## config.mk

```make
export PLATFORM = sky130hd
export DESIGN_NAME = pipe_stage_skid
export DESIGN_NICKNAME = d
export VERILOG_FILES = /design/src/rtl/pipe_stage_skid.sv
export SDC_FILE = /design/constraint.sdc
export NUM_CORES = 1
export LEC_CHECK = 0
export ABC_CLOCK_PERIOD_IN_PS = 1650
export CAP_MARGIN = 20
export CORE_UTILIZATION = 41
export DETAILED_ROUTE_END_ITERATION = 16
export PLACE_DENSITY = 0.8
export SYNTH_ARGS = -nofsm -noshare
export SYNTH_HDL_FRONTEND = slang
export SYNTH_SLANG_ARGS = --single-unit
```

## constraint.sdc

```tcl
create_clock -name clk -period 1.65 [get_ports clk]
set_input_delay 0.495 -clock clk [delete_from_list [all_inputs] [get_ports clk]]
set_output_delay 0.495 -clock clk [all_outputs]
set_load 0.01 [all_outputs]
```

## src/rtl/pipe_stage_skid.sv

```systemverilog
// pipe_stage_skid: PC/instruction pipeline stage register with valid/ready handshake,
// synchronous flush, NOP bubble insertion and a saturating starvation counter.
//
// Build option: define PIPE_SKID_EN for a two-entry skid buffer with a registered in_ready.
// Without it the stage is a single register with a combinational in_ready.
//
// Ports:
//   clk, rst          clock; synchronous active-high reset
//   flush             squash all held beats (and any beat accepted this cycle)
//   in_valid/in_ready upstream handshake, in_pc/in_ins upstream payload
//   out_valid/out_ready downstream handshake, out_pc/out_ins held payload
//   out_ins           forced to NOP_INS while out_valid=0
//   bubble_cnt        saturating count of cycles with out_ready=1 and out_valid=0
module pipe_stage_skid #(
  parameter int unsigned      PC_W    = 32,
  parameter int unsigned      INS_W   = 32,
  parameter logic [INS_W-1:0] NOP_INS = {INS_W{1'b0}},
  parameter int unsigned      CNT_W   = 16
) (
  input  logic             clk,
  input  logic             rst,
  input  logic             flush,
  input  logic             in_valid,
  output logic             in_ready,
  input  logic [PC_W-1:0]  in_pc,
  input  logic [INS_W-1:0] in_ins,
  output logic             out_valid,
  input  logic             out_ready,
  output logic [PC_W-1:0]  out_pc,
  output logic [INS_W-1:0] out_ins,
  output logic [CNT_W-1:0] bubble_cnt
);

  logic             in_fire;
  logic             out_fire;
  logic             main_valid_q, main_valid_d;
  logic [PC_W-1:0]  main_pc_q, main_pc_d;
  logic [INS_W-1:0] main_ins_q, main_ins_d;
  logic [CNT_W-1:0] bubble_q, bubble_d;

  assign in_fire    = in_valid & in_ready;
  assign out_fire   = main_valid_q & out_ready;
  assign out_valid  = main_valid_q;
  assign out_pc     = main_pc_q;
  assign out_ins    = main_valid_q ? main_ins_q : NOP_INS;
  assign bubble_cnt = bubble_q;

`ifdef PIPE_SKID_EN

  typedef enum logic [1:0] {StEmpty, StOne, StFull} state_e;

  state_e           state_q, state_d;
  logic             in_ready_q, in_ready_d;
  logic [PC_W-1:0]  skid_pc_q, skid_pc_d;
  logic [INS_W-1:0] skid_ins_q, skid_ins_d;

  // Registered so that out_ready has no combinational path to in_ready.
  assign in_ready = in_ready_q;

  always_comb begin
    state_d    = state_q;
    main_pc_d  = main_pc_q;
    main_ins_d = main_ins_q;
    skid_pc_d  = skid_pc_q;
    skid_ins_d = skid_ins_q;
    if (flush) begin
      state_d = StEmpty;
    end else begin
      case (state_q)
        StEmpty: begin
          if (in_fire) begin
            state_d    = StOne;
            main_pc_d  = in_pc;
            main_ins_d = in_ins;
          end
        end
        StOne: begin
          if (in_fire && out_fire) begin
            main_pc_d  = in_pc;
            main_ins_d = in_ins;
          end else if (in_fire) begin
            state_d    = StFull;
            skid_pc_d  = in_pc;
            skid_ins_d = in_ins;
          end else if (out_fire) begin
            state_d = StEmpty;
          end
        end
        StFull: begin
          // in_ready is low here, so only a drain can happen.
          if (out_fire) begin
            state_d    = StOne;
            main_pc_d  = skid_pc_q;
            main_ins_d = skid_ins_q;
          end
        end
        default: state_d = StEmpty;
      endcase
    end
    main_valid_d = (state_d != StEmpty);
    in_ready_d   = (state_d != StFull);
  end

  always_ff @(posedge clk) begin
    if (rst) begin
      state_q    <= StEmpty;
      in_ready_q <= 1'b1;
      skid_pc_q  <= '0;
      skid_ins_q <= NOP_INS;
    end else begin
      state_q    <= state_d;
      in_ready_q <= in_ready_d;
      skid_pc_q  <= skid_pc_d;
      skid_ins_q <= skid_ins_d;
    end
  end

`else

  assign in_ready = out_ready | ~main_valid_q;

  always_comb begin
    main_pc_d    = main_pc_q;
    main_ins_d   = main_ins_q;
    main_valid_d = in_fire | (main_valid_q & ~out_ready);
    if (flush) begin
      // A beat accepted alongside a flush is dropped; out_pc keeps its old value.
      main_valid_d = 1'b0;
    end else if (in_fire) begin
      main_pc_d  = in_pc;
      main_ins_d = in_ins;
    end
  end

`endif

  // Starvation counter: saturates, untouched by flush.
  always_comb begin
    bubble_d = bubble_q;
    if (out_ready && !main_valid_q && (bubble_q != {CNT_W{1'b1}})) begin
      bubble_d = bubble_q + 1'b1;
    end
  end

  always_ff @(posedge clk) begin
    if (rst) begin
      main_valid_q <= 1'b0;
      main_pc_q    <= '0;
      main_ins_q   <= NOP_INS;
      bubble_q     <= '0;
    end else begin
      main_valid_q <= main_valid_d;
      main_pc_q    <= main_pc_d;
      main_ins_q   <= main_ins_d;
      bubble_q     <= bubble_d;
    end
  end

endmodule

```

==> summary.txt <==
First-pass GRT wire length -> 15400 microns
Sw frac -> 0.236
Layout cells sized above 1 -> 0.229
Synth Warn # -> 0
DP HPWL -> 6570 microns
Clk pwr share -> 0.344
Number of port buffers -> 150
Lkg Pwr -> 0.00234 uW
Initial Util -> 0.426
Power Density -> 746 nW/um^2
GP Congestion -> 0.906
Synth Flop Type -> dfxtp_1
Worst-Skew Late Latency -> 340 ps
Final Max Tran Viols -> 0
Antenna fix cells -> 0
Share of power burned in registers -> 0.518
RSZ-0062 raised after global routing -> true
Initial antenna violation count -> 0
Vias post-DR -> 3412
Hold slack -> 453 ps
Fin crit share -> 1.06
CP peak stage delay -> 390 ps
DP Worst Slack -> -566 ps
Core Box Area -> 7730 sq um
Status -> finished, violations left
Most frequent cells in the layout -> nand2_1, a21oi_1, dfxtp_1, clkdlybuf4s50_1, dlygate4sd2_1
Failing checks -> setup timing
Synthesized area -> 3290 sq um
Relative slew margins -> 0.708
Max Fclk -> 572 MHz
Slew of the pin with the lowest slew margin -> 432 ps
Finished Core Util -> 0.694
Die Y -> 91.6 microns
Final hold violations -> 0
#FFs+latches synth -> 81
Post-route ant nets -> 0
Post-Place Cells -> 663
Worst-path cell chain -> buf_12, buf_16, and2_1, buf_2
Hold Buf Count CTS -> 0
Final setup violating endpoints -> 16
Sequential fraction of the synthesis area -> 0.493
GRT Total Usage -> 0.232
VDD IR max -> 0.483 mV
Die area -> 8390 sq um
Most common cell after layout, fill and taps aside -> nand2_1
Ports -> 151
CP Data Arrival Time -> 1250 ps
CP max stage cell -> dfxtp_4
Final std cells w/o fill -> 683
Area Growth Syn to Fin -> 63.1%
Register area -> 1640 sq um
Max Cap Viol -> 0
Avg Inst Size Synth -> 7.95 sq um
Combinational Power Share -> 0.138
Number of buffers created by CTS -> 9
Psw -> 945 uW
Cell internal pwr -> 3060 uW
Detailed Routing Iterations Pass 1 -> 4
WL/cell -> 14.1 microns
Number of synthesized flops with an enable pin -> 0
Vias in the first global route -> 3360
# rows -> 32
WS Path Type -> flip-flop to output pin
FFs w/ async S/R, synth -> 0
Worst setup SP type -> flip-flop
Final wirelength -> 9630 microns
Hold Path Class -> flip-flop to flip-flop
Syn nets -> 484
Max FO, Critical Path -> 8
H-tree levels -> 3
Clock sink count -> 81
DR iter-0 viols -> 88
Period minus WS final -> 1750 ps
Cells after Synth -> 414
Root buf cell -> clkbuf_8
Clk_skew -> 7.31 ps
Remaining Overflow, GRT -> 0
Largest net degree at the start of global routing -> 61
Filler cells -> 627
CP required -> 1150 ps
Synth unique cells -> 38
Area of the multi-input gates -> 1660 sq um
Clock transition at the registers of the reported paths -> 80 ps
Clock buffer depth -> 2
Vias per cell -> 5.00
Nets -> 648
CTS tree -> built
Worst Setup End Kind -> output pin
Worst setup slack after layout -> -97.2 ps
DR DRC count -> 0
Die Span X -> 91.6 microns
## registers in the layout (all words and copies together) (netlist names)
| register | cells |
|---|---|
| main_ins_q | 32 |
| bubble_cnt | 16 |
| out_pc | 32 |
| out_valid | 1 |
## metrics by stage
| step | total power, uW | area [sq um] | setup TNS (ps) |
|---|---|---|---|
| floorplan | 2320 | 3290 | 0 |
| global placement | 2650 | 5020 | -29020 |
| detailed placement | 2660 | 5020 | -32440 |
| CTS | 4040 | 5230 | -3090 |
| global route | 4190 | 5370 | -2380 |
| finish | 4000 | 5370 | -907 |
## layout make-up
type	instances	share of cell area
Timing Repair Buffer	180	0.327
Multi-Input combinational cell	304	0.308
Sequential cell	81	0.305
Clock buffer	10	0.0256
Tap cell	102	0.0238
Clock inverter	4	0.00839
Inverter	2	0.00140
## cell families after synthesis
family,synth area share
AND/OR/NAND/NOR,0.310
AO/OA/AOI/OAI,0.139
flip-flops,0.493
buffers and inverters,0.0365
XOR/XNOR,0.00799
multiplexers,0.00951
adder cells (fa/ha/maj),0.00380
## per-layer routing
metal,up-vias,wire [microns],track usage
met1,1581,3910,0.252
met2,113,4920,0.422
met3,19,587,0.0578
met4,0,212,0.0992
met5,-,0,0
li1,1699,-,-
## Yosys cell counts, types with 2 or more instances
cell | count | share of area
nor2_1 | 11 | 0.013
and3_1 | 2 | 0.0038
buf_2 | 9 | 0.014
mux2i_1 | 2 | 0.0061
nand3b_1 | 2 | 0.0046
and4_1 | 2 | 0.0053
nand2_1 | 131 | 0.15
nand4_2 | 2 | 0.0076
nand3_1 | 3 | 0.0046
nand4_1 | 3 | 0.0057
o21ai_0 | 9 | 0.014
clkbuf_1 | 15 | 0.017
xor2_1 | 3 | 0.0080
dfxtp_1 | 81 | 0.49
and2_1 | 33 | 0.063
inv_1 | 2 | 0.0023
or3_1 | 6 | 0.011
buf_1 | 3 | 0.0034
nor3_1 | 3 | 0.0046
nor2b_1 | 3 | 0.0057
a21oi_1 | 71 | 0.11
or4_1 | 2 | 0.0046
## power groups by stage
stage	clock network, uW	registers [uW]	logic (uW)
2_1_floorplan	0	2130	186
3_3_place_gp	0	2110	535
3_5_place_dp	0	2120	546
4_1_cts	1420	2070	550
5_1_grt	1500	2080	602
6_report	1380	2070	552
## repair_timing
action                                  CTS  global route
gates cloned                              3             0
setup buffers                             4             1
endpoints found under the setup margin  136            42
pin swaps                                 6            22
gates resized for setup                 224            49
## critical path, delay by kind of cell (launching register included)
family | cells | cell delay, ps
buffers and inverters | 3 | 400
DFF | 1 | 390
and+or+nand+nor | 1 | 120
## worst paths after layout
kind	endpoint	depth (start not counted)	slack, ps	from
setup reg to reg	bubble_cnt[13]	5	20	out_valid
hold reg to reg	out_pc[11]	2	450	out_pc[11]
setup / recovery	out_ins[29]	4	-100	out_valid
hold / removal	out_pc[11]	2	450	out_pc[11]
Power figures use the tool's default switching activity.
